==> src/rtl/bc_pkg.sv <==
// Shared types and constants for the four-lane FIR output serializer.
package bc_pkg;

   localparam int unsigned N      = 12;
   localparam int unsigned LANES  = 4;
   localparam int unsigned LANE_W = N + 1;
   localparam int unsigned WORD_W = LANE_W * LANES;
   localparam int unsigned LIDX_W = $clog2(LANES);

   typedef logic [N:0]        lane_t;
   typedef logic [WORD_W-1:0] word_t;

   typedef enum logic {IDLE, SEND} ser_state_t;

   // Extract lane k of a packed word; lane 0 sits in the low bits.
   function automatic lane_t lane_sel(input word_t w, input logic [LIDX_W-1:0] k);
      return w[k*LANE_W +: LANE_W];
   endfunction

endpackage

==> src/rtl/bc_word_fifo.sv <==
// Packed-word FIFO; accepts a push when full only if a pop happens the same cycle.
module bc_word_fifo
   import bc_pkg::*;
#(
   parameter  int unsigned DEPTH = 4,
   localparam int unsigned PTR_W = $clog2(DEPTH)
) (
   input  logic              clock,
   input  logic              reset,
   input  logic              push_req,
   input  logic              pop,
   input  logic [WORD_W-1:0] wr_word,
   output logic [WORD_W-1:0] rd_word,
   output logic [PTR_W:0]    level,
   output logic              accept_c,
   output logic              reject_c
);

   localparam int unsigned LVL_W = PTR_W + 1;

   word_t             mem [DEPTH];
   logic [PTR_W-1:0]  wr_ptr;
   logic [PTR_W-1:0]  rd_ptr;
   logic              full_c;

   // Push acceptance: room available, or the head word leaves this cycle
   always_comb begin
      full_c   = (level == LVL_W'(DEPTH));
      accept_c = push_req && (!full_c || pop);
      reject_c = push_req && full_c && !pop;
   end

   always_comb begin
      rd_word = mem[rd_ptr];
   end

   always_ff @(posedge clock or posedge reset) begin
      if (reset) begin
         for (int i = 0; i < DEPTH; i++) begin
            mem[i] <= '0;
         end
      end else if (accept_c) begin
         mem[wr_ptr] <= wr_word;
      end
   end

   // Pointers wrap naturally since DEPTH is a power of two
   always_ff @(posedge clock or posedge reset) begin
      if (reset) begin
         wr_ptr <= '0;
         rd_ptr <= '0;
         level  <= '0;
      end else begin
         if (accept_c) begin
            wr_ptr <= wr_ptr + PTR_W'(1);
         end
         if (pop) begin
            rd_ptr <= rd_ptr + PTR_W'(1);
         end
         case ({accept_c, pop})
            2'b10:   level <= level + LVL_W'(1);
            2'b01:   level <= level - LVL_W'(1);
            default: level <= level;
         endcase
      end
   end

endmodule

==> src/rtl/bc_out_serializer.sv <==
// Buffers packed four-lane words and streams them lane 0..3 over valid/ready.
// Optional BC_SER_DROP_CNT_EN adds a saturating 16-bit drop_count output.
module bc_out_serializer
   import bc_pkg::*;
#(
   parameter  int unsigned DEPTH = 4,
   localparam int unsigned PTR_W = $clog2(DEPTH)
) (
   input  logic              clock,
   input  logic              reset,
   input  logic              in_valid,
   input  logic [WORD_W-1:0] in,
   output logic [N:0]        out_data,
   output logic              out_valid,
   input  logic              out_ready,
   output logic [1:0]        out_lane,
   output logic [PTR_W:0]    level,
   output logic              drop
`ifdef BC_SER_DROP_CNT_EN
  ,output logic [15:0]       drop_count
`endif
);

   localparam int unsigned        LVL_W     = PTR_W + 1;
   localparam logic [LIDX_W-1:0]  LAST_LANE = LIDX_W'(LANES - 1);

   ser_state_t         state;
   ser_state_t         state_nxt;
   logic [LIDX_W-1:0]  lane;
   word_t              rd_word;
   logic               accept_c;
   logic               reject_c;
   logic               pop_c;

   bc_word_fifo #(
      .DEPTH (DEPTH)
   ) u_fifo (
      .clock    (clock),
      .reset    (reset),
      .push_req (in_valid),
      .pop      (pop_c),
      .wr_word  (in),
      .rd_word  (rd_word),
      .level    (level),
      .accept_c (accept_c),
      .reject_c (reject_c)
   );

   // Head word retires when its last lane is accepted
   always_comb begin
      pop_c = (state == SEND) && out_ready && (lane == LAST_LANE);
   end

   always_ff @(posedge clock or posedge reset) begin
      if (reset) begin
         state <= IDLE;
      end else begin
         state <= state_nxt;
      end
   end

   // Stay in SEND across word boundaries while another word is or becomes available
   always_comb begin
      state_nxt = state;
      case (state)
         IDLE: begin
            if (level != '0) begin
               state_nxt = SEND;
            end
         end
         SEND: begin
            if (pop_c && !(level > LVL_W'(1)) && !accept_c) begin
               state_nxt = IDLE;
            end
         end
         default: state_nxt = IDLE;
      endcase
   end

   always_comb begin
      out_valid = 1'b0;
      out_data  = '0;
      out_lane  = '0;
      if (state == SEND) begin
         out_valid = 1'b1;
         out_data  = lane_sel(rd_word, lane);
         out_lane  = 2'(lane);
      end
   end

   always_ff @(posedge clock or posedge reset) begin
      if (reset) begin
         lane <= '0;
      end else if ((state == SEND) && out_ready) begin
         lane <= (lane == LAST_LANE) ? '0 : lane + LIDX_W'(1);
      end
   end

   always_ff @(posedge clock or posedge reset) begin
      if (reset) begin
         drop <= 1'b0;
      end else begin
         drop <= reject_c;
      end
   end

`ifdef BC_SER_DROP_CNT_EN
   always_ff @(posedge clock or posedge reset) begin
      if (reset) begin
         drop_count <= '0;
      end else if (reject_c && (drop_count != 16'hFFFF)) begin
         drop_count <= drop_count + 16'd1;
      end
   end
`endif

endmodule
==> config.mk <==
export PLATFORM = sky130hd
export DESIGN_NAME = bc_out_serializer
export DESIGN_NICKNAME = d
export VERILOG_FILES = /design/src/rtl/bc_pkg.sv /design/src/rtl/bc_word_fifo.sv /design/src/rtl/bc_out_serializer.sv
export SDC_FILE = /design/constraint.sdc
export NUM_CORES = 1
export LEC_CHECK = 0
export CAP_MARGIN = 20
export CORE_ASPECT_RATIO = 1.5
export CORE_MARGIN = 2
export CORE_UTILIZATION = 59
export DETAILED_ROUTE_END_ITERATION = 8
export PLACE_DENSITY = 0.86
export SKIP_CTS_REPAIR_TIMING = 1
export SYNTH_ARGS = -nofsm -noshare
export SYNTH_HDL_FRONTEND = slang
export SYNTH_SLANG_ARGS = --single-unit
export TNS_END_PERCENT = 100
==> constraint.sdc <==
create_clock -name clock -period 8.9 [get_ports clock]
set_input_delay 0.89 -clock clock [delete_from_list [all_inputs] [get_ports clock]]
set_output_delay 0.89 -clock clock [all_outputs]
set_load 0.01 [all_outputs]
==> impl_metrics.py <==
metrics = {
    "outcome": {
        "status": "finished clean",
    },
    "worst_setup_path": {
        "arrival_ps": 3600,
        "reg2reg_setup_slack_ps": 5790,
        "path_class": "reg -> out",
        "required_ps": 8010,
        "reg2reg_depth": 5,
        "worstSetupStartpointType": "flip-flop",
        "crit_fanout": 33,
        "end_kind": "primary output",
    },
    "synthesis": {
        "synth_adder_area_share_pct": 1.125,
        "synthFlopType": "dfrtp_1",
        "synthMuxAreaShare_pct": 39.43,
        "synth.avg_cell_area_sq_um": 16.91,
        "synth_seq_cells": 219,
        "syn_inst": 658,
        "synth-xor-area-share_pct": 0.4724,
        "synthArstFlopShare_pct": 100.0,
        "synth-warning-count": 0,
        "syn-cell-area_sq_mm": 0.01112,
        "synth.most_common_cell": "dfrtp_1",
        "synth_compound_area_share_pct": 2.429,
        "synth-simple-area-share_pct": 2.193,
        "synth.distinct_cells": 33,
        "syn_nets": 724,
        "synth_edf_count": 0,
        "seq_area_frac_synth_pct": 49.26,
        "synth_top_family_by_area": "multiplexers",
        "synthTopCellsByArea": "dfrtp_1, mux2_4, mux4_2, mux2i_1, buf_12",
        "synth_common_cells": "dfrtp_1, mux2_4, mux2i_1",
        "synth_top_area_share_pct": 49.26,
        "synth_top_area_cell": "dfrtp_1",
    },
    "grt": {
        "antenna_found_initial": 1,
        "grt_pass1_wl_um": 37110,
        "gr-usage-met3_pct": 2.979,
        "grt.busiest_layer": "met2",
        "first_global_vias": 6543,
        "grt_max_degree": 134,
        "grtUsageMet1_pct": 32.49,
        "grt-ovfl-total": 0,
        "use_met2_pct": 39.49,
        "grt_usage_pct": 23.96,
    },
    "timing": {
        "period_share_pct": 50.49,
        "slew_headroom_pct": 30.66,
        "final.setup.tns_ps": 0,
        "worst_pin_slew_ps": 1040,
        "period_needed_ps": 4494,
        "timing.hold.ws_ps": 509.8,
        "rsz0062_at_grt": "no",
        "max_freq_ghz": 0.2225,
        "hold_viol_final": 0,
        "clock_skew_ps": 8.144,
        "finalSetupViolations": 0,
        "drv_slew": 0,
    },
    "floorplan": {
        "start_util_pct": 59.98,
        "fp.dieW_um": 116.1,
        "die_h_um": 172.2,
        "rows": 61,
        "core_area_sq_mm": 0.01855,
        "die_area_sq_mm": 0.01999,
        "ios": 76,
    },
    "run": {
        "maxCapViolCount": 0,
    },
    "clocking": {
        "numCtsBuffers": 20,
        "clock_path_buffers": 3,
        "path_clk_slew_ps": 60,
        "cts_tree": "yes",
        "root_buffer": "clkbuf_16",
        "insertion_delay_ps": 500,
        "htreeDepth": 1,
        "cts_sinks": 219,
    },
    "finish": {
        "final_core_util_pct": 66.81,
        "areaGrowthSynthToFinish_pct": 11.38,
        "final_layout_size_suffix_gt1_share_pct": 39.21,
        "fin_nets": 785,
    },
    "placed_design": {
        "gp_congestion": 0.7644,
        "hpwlAfterDp_um": 14100,
        "io_buffers": 75,
    },
    "power_and_ir_drop": {
        "powerDensity_mw_per_mm2": 413.9,
        "leakagePower_uw": 0.005960,
        "ir_drop_mv": 0.1843,
    },
    "route": {
        "viasPerCell": 5.932,
        "drt-total-wl_um": 22930,
        "drtIter0Drc": 315,
        "drc": 0,
        "dr.pass1.iters": 4,
        "ant_nets": 0,
        "num_vias": 5843,
        "detail_route.wl_per_cell_um": 23.28,
    },
    "worst_hold_path": {
        "hp-class": "reg -> reg",
        "hold_path_depth": 1,
    },
}
flip-flops by register name (all words and copies together) (netlist names):
name           flops
u_fifo.level       3
u_fifo.rd_ptr      2
state              1
u_fifo.wr_ptr      2
u_fifo.mem       208
drop               1
lane               2
final cells by class:
class	count	area, sq um
Tap cell	252	315.3
Fill cell	1181	6156
Multi-Input combinational cell	391	5079
Timing Repair Buffer	79	800.8
Inverter	8	37.54
Sequential cell	219	5485
Clock buffer	33	660.6
Antenna cell	1	2.502
Clock inverter	2	10.01
per-stage QoR:
step	std cells	worst slack, ps	instance area (sq um)	power, uW
after detailed placement	948	4963	11690	4240
after CTS	983	4447	12360	5142
after floorplan	658	2017	11120	3694
after global placement	948	5008	11690	4114
final	985	4406	12390	5129
after global routing	985	4260	12390	5382
placed cells by master, fill, tap and decap left out, drive strengths merged:
cell	synthesis	final
a21oi	4	4
xnor2	4	4
nand3	6	6
mux2i	55	55
nor2	4	4
a22oi	18	18
ha	10	10
clkinv	1	3
o21ai	7	7
o22ai	8	8
and3	1	1
buf	37	4
nor2b	2	2
nand2	18	18
a211oi	2	2
mux2	210	210
diode	0	1
xor2	2	2
nor3b	1	1
mux4	32	32
clkdlybuf4s50	0	75
and2	2	2
dfrtp	219	219
or2b	1	1
o21a	1	1
clkbuf	3	33
nand2b	3	3
inv	7	7
final timing paths:
check	startpoint	endpoint
setup / recovery	lane[0]$_DFFE_PP0P_	out_data[4]
hold / removal	u_fifo.mem[83]$_DFFE_PP0P_	u_fifo.mem[83]$_DFFE_PP0P_
setup reg to reg	lane[0]$_DFFE_PP0P_	u_fifo.mem[189]$_DFFE_PP0P_
hold reg to reg	u_fifo.mem[83]$_DFFE_PP0P_	u_fifo.mem[83]$_DFFE_PP0P_
max in group asynchronous	reset	u_fifo.mem[171]$_DFFE_PP0P_
min in group asynchronous	reset	u_fifo.rd_ptr[1]$_DFFE_PP0P_
per-layer routing:
layer  vias up  share of wire, %
met1      3120                43
met2       149                50
met4         0               3.2
li1       2528                 -
met3        46               3.8
met5         -                 0
logic make-up after synthesis:
| kind of cell | after synthesis |
|---|---|
| adders and majority gates | 10 |
| and+or+nand+nor | 38 |
| muxes | 297 |
| xor gates and xnor gates | 6 |
| buffers and inverters | 48 |
| AOI/OAI and AO/OA | 40 |
| DFF | 219 |
critical path, cell delays in order (launching register included):
cell and delay (ps):
dfrtp_2 1050, nor2b_1 860, a22oi_1 280, a211oi_1 300, a21oi_1 110, clkdlybuf4s50_1 500
where the power goes:
part,total (uW),internal [uW],switching (uW)
Combinational,2360,1460,902
Clock,870,505,365
Sequential,1900,1510,386
Total,5130,3480,1650
No activity file was read; power rests on OpenSTA's default activity.
